[config.mk]
export PLATFORM = sky130hd
export DESIGN_NAME = imem_loader
export DESIGN_NICKNAME = d
export VERILOG_FILES = /design/src/rtl/imem_loader_pkg.sv /design/src/rtl/imem_loader_byte_packer.sv /design/src/rtl/imem_loader.sv
export SDC_FILE = /design/constraint.sdc
export NUM_CORES = 1
export LEC_CHECK = 0
export CAP_MARGIN = 20
export CORE_MARGIN = 3
export CORE_UTILIZATION = 60
export CTS_BUF_LIST = sky130_fd_sc_hd__clkbuf_4 sky130_fd_sc_hd__clkbuf_8
export DETAILED_ROUTE_END_ITERATION = 10
export GPL_ROUTABILITY_DRIVEN = 0
export PLACE_DENSITY = 0.95
export SETUP_SLACK_MARGIN = 0.3
export SLEW_MARGIN = 10
export SYNTH_ARGS = -nofsm -noshare
export SYNTH_HDL_FRONTEND = slang
export SYNTH_SLANG_ARGS = --single-unit
[constraint.sdc]
create_clock -name clk -period 6.3 [get_ports clk]
set_input_delay 0.63 -clock clk [delete_from_list [all_inputs] [get_ports clk]]
set_output_delay 0.63 -clock clk [all_outputs]
set_load 0.05 [all_outputs]
[src/rtl/imem_loader_pkg.sv]
// Shared definitions for the instruction-memory boot loader: FSM states, error codes and
// header field sizes.
package imem_loader_pkg;

   typedef enum logic [2:0] {
      StAddr,
      StCount,
      StData,
      StCheck,
      StDone,
      StErr
   } state_e;

   localparam logic [1:0] ErrNone  = 2'd0;
   localparam logic [1:0] ErrAlign = 2'd1;
   localparam logic [1:0] ErrCount = 2'd2;
   localparam logic [1:0] ErrCsum  = 2'd3;

   localparam int unsigned ADDR_BYTES  = 4;
   localparam int unsigned COUNT_BYTES = 2;

endpackage

[src/rtl/imem_loader_byte_packer.sv]
// byte_packer: assembles four bytes, first byte most significant, into a 32-bit word.
// `word` shows the word as it will look once the byte on `din` is shifted in.
module byte_packer
   import imem_loader_pkg::*;
(
   input  logic        clk,
   input  logic        rst_n,
   input  logic        clear,
   input  logic        shift,
   input  logic [7:0]  din,
   output logic [31:0] word,
   output logic        last
);

   logic [23:0] word_q;
   logic [1:0]  cnt_q;

   assign word = {word_q, din};
   assign last = (cnt_q == 2'(ADDR_BYTES - 1));

   always_ff @(posedge clk or negedge rst_n) begin
      if (!rst_n) begin
         word_q <= '0;
         cnt_q  <= '0;
      end else if (clear) begin
         word_q <= '0;
         cnt_q  <= '0;
      end else if (shift) begin
         word_q <= word[23:0];
         cnt_q  <= cnt_q + 2'd1;
      end
   end

endmodule

[src/rtl/imem_loader.sv]
// imem_loader: unpacks a big-endian header + word stream into instruction-memory writes and
// holds the core until the image is complete. Define LOADER_CHECKSUM_EN for a trailing XOR byte.
module imem_loader
   import imem_loader_pkg::*;
#(
   parameter int unsigned ADDR_W    = 32,
   parameter int unsigned MAX_WORDS = 1024
) (
   input  logic              clk,
   input  logic              rst_n,
   input  logic              start,
   input  logic              in_valid,
   input  logic [7:0]        in_data,
   output logic              in_ready,
   output logic              wr_en,
   output logic [ADDR_W-1:0] wr_addr,
   output logic [31:0]       wr_data,
   output logic [ADDR_W-1:0] boot_pc,
   output logic              core_hold,
   output logic              done,
   output logic              error,
   output logic [1:0]        err_code
);

`ifdef LOADER_CHECKSUM_EN
   localparam state_e StreamEnd = StCheck;
   localparam logic   EndReady  = 1'b1;
   logic [7:0] xor_q;
`else
   localparam state_e StreamEnd = StDone;
   localparam logic   EndReady  = 1'b0;
`endif

   state_e            state_q;
   logic [ADDR_W-1:0] start_addr_q;
   logic [ADDR_W-1:0] cur_addr_q;
   logic [15:0]       count_q;
   logic [15:0]       word_cnt_q;
   logic [1:0]        cnt_byte_q;
   logic [31:0]       addr_word;
   logic [31:0]       data_word;
   logic              addr_last;
   logic              data_last;
   logic              accept;
   logic [15:0]       count_next;

   // A byte offered alongside start is dropped so the restart begins cleanly.
   assign accept     = in_valid && in_ready && !start;
   assign count_next = {count_q[7:0], in_data};

   byte_packer u_addr_packer (
      .clk   (clk),
      .rst_n (rst_n),
      .clear (start),
      .shift (accept && (state_q == StAddr)),
      .din   (in_data),
      .word  (addr_word),
      .last  (addr_last)
   );

   byte_packer u_data_packer (
      .clk   (clk),
      .rst_n (rst_n),
      .clear (start),
      .shift (accept && (state_q == StData)),
      .din   (in_data),
      .word  (data_word),
      .last  (data_last)
   );

   always_ff @(posedge clk or negedge rst_n) begin
      if (!rst_n) begin
         state_q      <= StAddr;
         in_ready     <= 1'b0;
         wr_en        <= 1'b0;
         wr_addr      <= '0;
         wr_data      <= '0;
         boot_pc      <= '0;
         core_hold    <= 1'b1;
         done         <= 1'b0;
         error        <= 1'b0;
         err_code     <= ErrNone;
         start_addr_q <= '0;
         cur_addr_q   <= '0;
         count_q      <= '0;
         word_cnt_q   <= '0;
         cnt_byte_q   <= '0;
`ifdef LOADER_CHECKSUM_EN
         xor_q        <= '0;
`endif
      end else begin
         wr_en <= 1'b0;
         if (start) begin
            state_q    <= StAddr;
            in_ready   <= 1'b1;
            core_hold  <= 1'b1;
            done       <= 1'b0;
            error      <= 1'b0;
            err_code   <= ErrNone;
            count_q    <= '0;
            word_cnt_q <= '0;
            cnt_byte_q <= '0;
`ifdef LOADER_CHECKSUM_EN
            xor_q      <= '0;
`endif
         end else begin
            unique case (state_q)
               StAddr: begin
                  in_ready <= 1'b1;
                  if (accept && addr_last) begin
                     if (addr_word[1:0] != 2'b00) begin
                        state_q  <= StErr;
                        in_ready <= 1'b0;
                        error    <= 1'b1;
                        err_code <= ErrAlign;
                     end else begin
                        start_addr_q <= ADDR_W'(addr_word);
                        cur_addr_q   <= ADDR_W'(addr_word);
                        state_q      <= StCount;
                     end
                  end
               end
               StCount: begin
                  in_ready <= 1'b1;
                  if (accept) begin
                     count_q    <= count_next;
                     cnt_byte_q <= cnt_byte_q + 2'd1;
                     if (cnt_byte_q == 2'(COUNT_BYTES - 1)) begin
                        if (32'(count_next) > MAX_WORDS) begin
                           state_q  <= StErr;
                           in_ready <= 1'b0;
                           error    <= 1'b1;
                           err_code <= ErrCount;
                        end else if (count_next == 16'd0) begin
                           state_q  <= StreamEnd;
                           in_ready <= EndReady;
                        end else begin
                           state_q <= StData;
                        end
                     end
                  end
               end
               StData: begin
                  in_ready <= 1'b1;
                  if (accept) begin
`ifdef LOADER_CHECKSUM_EN
                     xor_q <= xor_q ^ in_data;
`endif
                     if (data_last) begin
                        wr_en      <= 1'b1;
                        wr_addr    <= cur_addr_q;
                        wr_data    <= data_word;
                        cur_addr_q <= cur_addr_q + ADDR_W'(4);
                        word_cnt_q <= word_cnt_q + 16'd1;
                        if (word_cnt_q + 16'd1 == count_q) begin
                           state_q  <= StreamEnd;
                           in_ready <= EndReady;
                        end
                     end
                  end
               end
`ifdef LOADER_CHECKSUM_EN
               StCheck: begin
                  in_ready <= 1'b1;
                  if (accept) begin
                     in_ready <= 1'b0;
                     if (in_data == xor_q) begin
                        state_q <= StDone;
                     end else begin
                        state_q  <= StErr;
                        error    <= 1'b1;
                        err_code <= ErrCsum;
                     end
                  end
               end
`endif
               // One cycle in DONE before release lets the final write land ahead of fetch.
               StDone: begin
                  in_ready  <= 1'b0;
                  done      <= 1'b1;
                  core_hold <= 1'b0;
                  boot_pc   <= start_addr_q;
               end
               StErr: begin
                  in_ready <= 1'b0;
               end
               default: begin
                  state_q  <= StAddr;
                  in_ready <= 1'b0;
               end
            endcase
         end
      end
   end

endmodule

* After elaboration in Yosys (flattened, before gate mapping)
Index checks and enable logic that the tools add are counted.
** Word-level totals
- Bits in registers :: 256
- Bits in latches :: 0
- Memory bits (writable) :: 0
- Bits in read-only memories :: 0
- Input port bits :: 12
- Output and inout bits :: 103
- Logic and storage cells :: 142
- Memories kept :: 0
** Cells by class
- Add/sub/neg operators :: 5
- Multipliers :: 0
- Divide/modulo/power cells :: 0
- $lt $le $gt $ge :: 1
- Equality and inequality tests :: 21
- Shift operators :: 0
- Mux-type cells :: 67
- Bitwise operators :: 2
- Reduce and logical (&&, ||, !) cells :: 27
** Operator list (count)
- two-way mux 32 bit :: 4
- two-way mux 16 bit :: 7
- two-way mux 24 bit :: 4
- case mux 32 bit (2 select lines) :: 1
- adder 32 x 3 -> 32 bit, second input constant :: 1
- two-way mux 3 bit :: 10
- two-way mux 2 bit :: 13
- two-way mux 1 bit :: 24
- nonzero test 2 bit :: 9
- adder 16 x 1 -> 16 bit, second input constant :: 1
- equality test 16 bit :: 1
- > comparator 16 x 11 -> 1 bit, second input constant :: 1
- zero test 16 bit :: 1
- inequality test 3 bit, second input constant :: 5
- case mux 3 bit (4 select lines) :: 1
- AND reduction 6 bit :: 2
- inequality test 3 x 2 -> 1 bit, second input constant :: 3
- AND reduction 4 bit :: 2
- AND reduction 7 bit :: 1
- adder 2 x 1 -> 2 bit, second input constant :: 3
- equality test 3 bit, second input constant :: 2
- inequality test 2 bit, second input constant :: 3
- logical AND 1 bit :: 5
- equality test 2 bit, second input constant :: 2
- 14 further kinds :: 17

* Logic depth before layout (Yosys ltp)
- Depth after elaboration :: 7
- Mapped depth :: 9
- Depth with buffers taken out :: 8

* Hierarchy
A second synthesis with hierarchy kept.
** Second synthesis, totals
- Cell total of the unflattened synthesis :: 1000
- Area total of the unflattened synthesis :: 11548.6 um^2
** By module, submodules not included
- imem_loader :: instances 1, cells an instance 814, area an instance 9253.9 um^2, seq. area each 5106.1 um^2
- byte_packer :: instances 2, cells an instance 93, area an instance 1147.4 um^2, seq. area each 650.6 um^2

* Worst setup path after synthesis
Ideal clock, no wire load.
- Path kind :: input-to-reg
- Start point :: input start
- End point :: register cur_addr_q[21]
- Setup time :: 0.135 ns
- Arrival :: 2.187 ns
- Required time :: 6.165 ns
- Slack :: 3.978 ns
- Cell stages on the path :: 7
- Path buffers :: 1
- Cells stage by stage :: or3_1 nor3_4 nand3_2 a21o_1 clkbuf_1 o21ai_0 o21ai_0
** Between the ends
- Longest elaborated chain between the ends :: 5
- Elaborated cells on any way between the ends :: 7
- Classes of those cells :: eq/ne: 2; bitwise: 1; reduce/logical: 4
** Ends and longest elaborated chain
- start, declared :: line imem_loader.sv:11 : input logic start,
- zero test 1 bit :: line imem_loader.sv:48 : assign accept = in_valid && in_ready && !start;
- logical AND 1 bit :: line imem_loader.sv:48
- logical AND 1 bit :: line imem_loader.sv:110 : if (accept && addr_last) begin
- inequality test 2 x 1 -> 1 bit (no source line)
- AND reduction 6 bit (no source line) (*)
- end signal, assigned :: line imem_loader.sv:118 : cur_addr_q <= ADDR_W'(addr_word);
- end signal, assigned :: line imem_loader.sv:153 : cur_addr_q <= cur_addr_q + ADDR_W'(4);
- end, declared :: line imem_loader.sv:36 : logic [ADDR_W-1:0] cur_addr_q;
Mark *: on every way between the ends. The rest lies on a longest branch, timed or not.
A chain may end at the register's enable or synchronous reset.

* Worst setup path after layout
Ends and elaborated chain as after synthesis.

==> metrics.txt <==
upper clock frequency limit 263.1 MHz; power per cell area 256.5 mW/mm^2; post-route standard cell area excluding fillers 0.01323 mm^2; most common cell after layout, fill and taps aside sky130_fd_sc_hd__dfrtp_1; worst-skew pair later-pin latency 0.55 ns; number of buffers added to fix hold violations after cts 0; row count 48; data required time at the worst endpoint 6.69 ns; wire length of the first global-routing pass 44.67 mm; part of the Yosys area used for sequential elements 58.43%; mean instance size in the synthesized netlist 11.41 um^2; setup repair after global routing missed its margin no; initial core utilization 62.32%; wire length on met2 13.42 mm; pin count of the biggest net entering global routing 90; Sw Ratio 22.97%; Worst Setup Start Kind input pin; core region area 0.01760 mm^2; distinct cell type count of the synthesized netlist 63; number of nets with antenna violations after routing 0; critical-path maximum fanout 28; post-placement setup slack 2.167 ns; commonest cells after routing, fill and taps aside 255 x sky130_fd_sc_hd__dfrtp_1, 137 x sky130_fd_sc_hd__nand2_1, 113 x sky130_fd_sc_hd__clkdlybuf4s50_1, 100 x sky130_fd_sc_hd__mux2_2, 67 x sky130_fd_sc_hd__a22o_1; number of sinks on the clock net 256; number of enable-type register cells in the synthesized netlist 0; sequential power share 50.3%; buffers added on ports 114; Synth Register Bits 256; number of antenna violations at the first check in global routing 0; area used by multi-input combinational logic 0.004293 mm^2; post-CTS setup repair buffer count 0; amount of wire on met3 after detailed routing 2.542 mm; DR WL/cell 20.94 um; standby leakage power 6.219 nW; die outline area 0.01993 mm^2; cell type with the largest total area after synthesis sky130_fd_sc_hd__dfrtp_1; Final Slew Violations 0; summed instance area of the synthesized netlist 0.01097 mm^2; overflow left after global routing 0; I/O pins 115; Total Power 3.393 mW; fraction of power consumed by the clock network 45.8%; DRT Wirelength 27.87 mm; hold violation total from the final report 0; count of yosys warnings during synthesis 0; via count of the first global-routing pass 8647; number of cells produced by synthesis 961; peak supply drop 0.2066 mV; Cell Area, Placed 0.01223 mm^2; HPWL reported at the end of detailed placement 16.94 mm; post-cts gate resize count 0; total of fill cells in the finished design 1061; worst min-delay path class input pin to asynchronous set/reset pin; length of routed wiring on met1 10.87 mm; Die Y-Extent 141.2 um; clock slew at the register clock pins of the worst setup and hold paths 0.07 ns; number of nets in the finished design 1091; CTS tree built; cell count after placement 1250; setup skew after layout 0.01775 ns; Post-Syn Nets 978; x dimension of the die 141.2 um; Post-synth ARST share 100.0%; P_sw 779.5 uW; number of diodes 0; buffer levels on the longest clock path 3; maximum capacitance violations 0; Setup violations, final 0; proportion of layout cells with a drive suffix above 1 18.99%; primary flip-flop cell chosen by synthesis mapping sky130_fd_sc_hd__dfrtp_1; core utilization of the finished layout 75.18%; Setup TNS Final 0 ns; top area cells in the synthesized netlist sky130_fd_sc_hd__dfrtp_1 58%, sky130_fd_sc_hd__mux2_2 10%, sky130_fd_sc_hd__a22o_1 5.4%, sky130_fd_sc_hd__nand2_1 4.7%, sky130_fd_sc_hd__a21oi_1 2.9%; area overhead of the layout relative to synthesis 20.65%; WP data arrival 4.19 ns; Highest Signal Layer met4; portion of the clock cycle consumed by the worst path in the final layout 60.34%; DRC violation total after the first TritonRoute iteration 873; Final Worst Setup Slack 2.499 ns; Worst Hold Slack 0.08212 ns; number of buffers created by CTS 42; critical path type input pin to register; final critical-path required period 3.801 ns; detailed-route DRC error count 0; register area 0.006407 mm^2; cell at the root of the clock tree sky130_fd_sc_hd__clkbuf_8; number of vias after detailed routing 8480; headroom to the max-slew limit 30.26%; Total Routing Usage GR 27.90%; count of non-filler cells in the finished layout 1331; type of element capturing the critical path register; Synth top area share 58.19%; vias per cell 6.371; Internal 2.614 mW; relative contribution of combinational cells to total power 3.9%; result of the run finished clean; transition time at the pin with the least slew margin 1.043 ns; DR pass1 iterations 6; Clock H-tree levels 2
[path summary, 6_finish.rpt]
kind | from | end | slack, ns | cells past startpoint
max in group asynchronous | rst_n | count_q[10] | 4.74 | 2
min | rst_n | word_cnt_q[6] | 0.08 | 1
max reg2reg | state_q[0] | wr_data[3] | 2.93 | 8
max | start | cur_addr_q[21] | 2.50 | 7
min reg2reg | u_data_packer.word_q[22] | wr_data[30] | 0.47 | 2
min in group clk | u_data_packer.word_q[22] | wr_data[30] | 0.47 | 2
[worst max-delay path, stage by stage]
cell and delay [ns]:
sky130_fd_sc_hd__clkdlybuf4s50_1 0.88, sky130_fd_sc_hd__or3_1 0.64, sky130_fd_sc_hd__nor3_4 0.81, sky130_fd_sc_hd__nand3_2 0.21
sky130_fd_sc_hd__a21o_1 0.51, sky130_fd_sc_hd__o21ai_0 0.34, sky130_fd_sc_hd__o21ai_0 0.15
[per-layer routing]
metal	global-route usage, %	vias to the layer above
li1	-	3703
met1	36.49	4140
met2	45.92	523
met3	5.631	114
met4	11.47	0
met5	0	-
[state kept, by name (all words and copies together) (netlist names)]
signal,flops
cnt_byte_q,2
state_q,3
u_data_packer.cnt_q,2
wr_data,32
u_data_packer.word_q,24
done,1
boot_pc,32
error,1
u_addr_packer.word_q,24
start_addr_q,32
cur_addr_q,32
u_addr_packer.cnt_q,2
wr_en,1
err_code,2
count_q,16
wr_addr,32
core_hold,1
in_ready,1
word_cnt_q,16
[cell families (layout without fill, tap and decap cells)]
family                   after synthesis  in the layout  share of synthesized area (%)
flip-flops                           256            256                          58.43
AO/OA/AOI/OAI                        230            230                          14.33
adder cells (fa/ha/maj)                5              5                         0.5705
multiplexers                         101            101                          10.36
XOR/XNOR                              22             22                          1.883
buffers and inverters                 70            215                          2.658
AND/OR/NAND/NOR                      277            277                          11.76
[power by group through the flow]
stage / registers, mW / clock network, mW / logic (mW)
finish: 1.71 / 1.55 / 0.132
global route: 1.71 / 1.64 / 0.143
CTS: 1.71 / 1.57 / 0.127
detailed placement: 1.73 / 0 / 0.125
global placement: 1.73 / 0 / 0.120
floorplan: 1.72 / 0 / 0.0610
[cell usage after synthesis (9+ instances only)]
cell type / n
sky130_fd_sc_hd__a21oi_1: 64
sky130_fd_sc_hd__nand3_1: 20
sky130_fd_sc_hd__nand2_1: 137
sky130_fd_sc_hd__a22o_1: 67
sky130_fd_sc_hd__nor2_1: 51
sky130_fd_sc_hd__inv_1: 9
sky130_fd_sc_hd__nor3_1: 11
sky130_fd_sc_hd__nor4_1: 9
sky130_fd_sc_hd__xnor2_1: 15
sky130_fd_sc_hd__o21ai_0: 43
sky130_fd_sc_hd__nand4_1: 9
sky130_fd_sc_hd__mux2_2: 100
sky130_fd_sc_hd__buf_2: 17
sky130_fd_sc_hd__o22ai_1: 12
sky130_fd_sc_hd__clkbuf_1: 37
sky130_fd_sc_hd__dfrtp_1: 255
[cell type report]
cell class / count / share of cell area (%)
inverter: 11 / 0.3121
clock inverter: 7 / 0.5201
multi-input combinational: 635 / 32.45
sequential: 256 / 48.43
timing repair buffer: 128 / 9.694
clock buffer: 69 / 6.469
tap: 225 / 2.128
(Power assumes the default switching activity.)
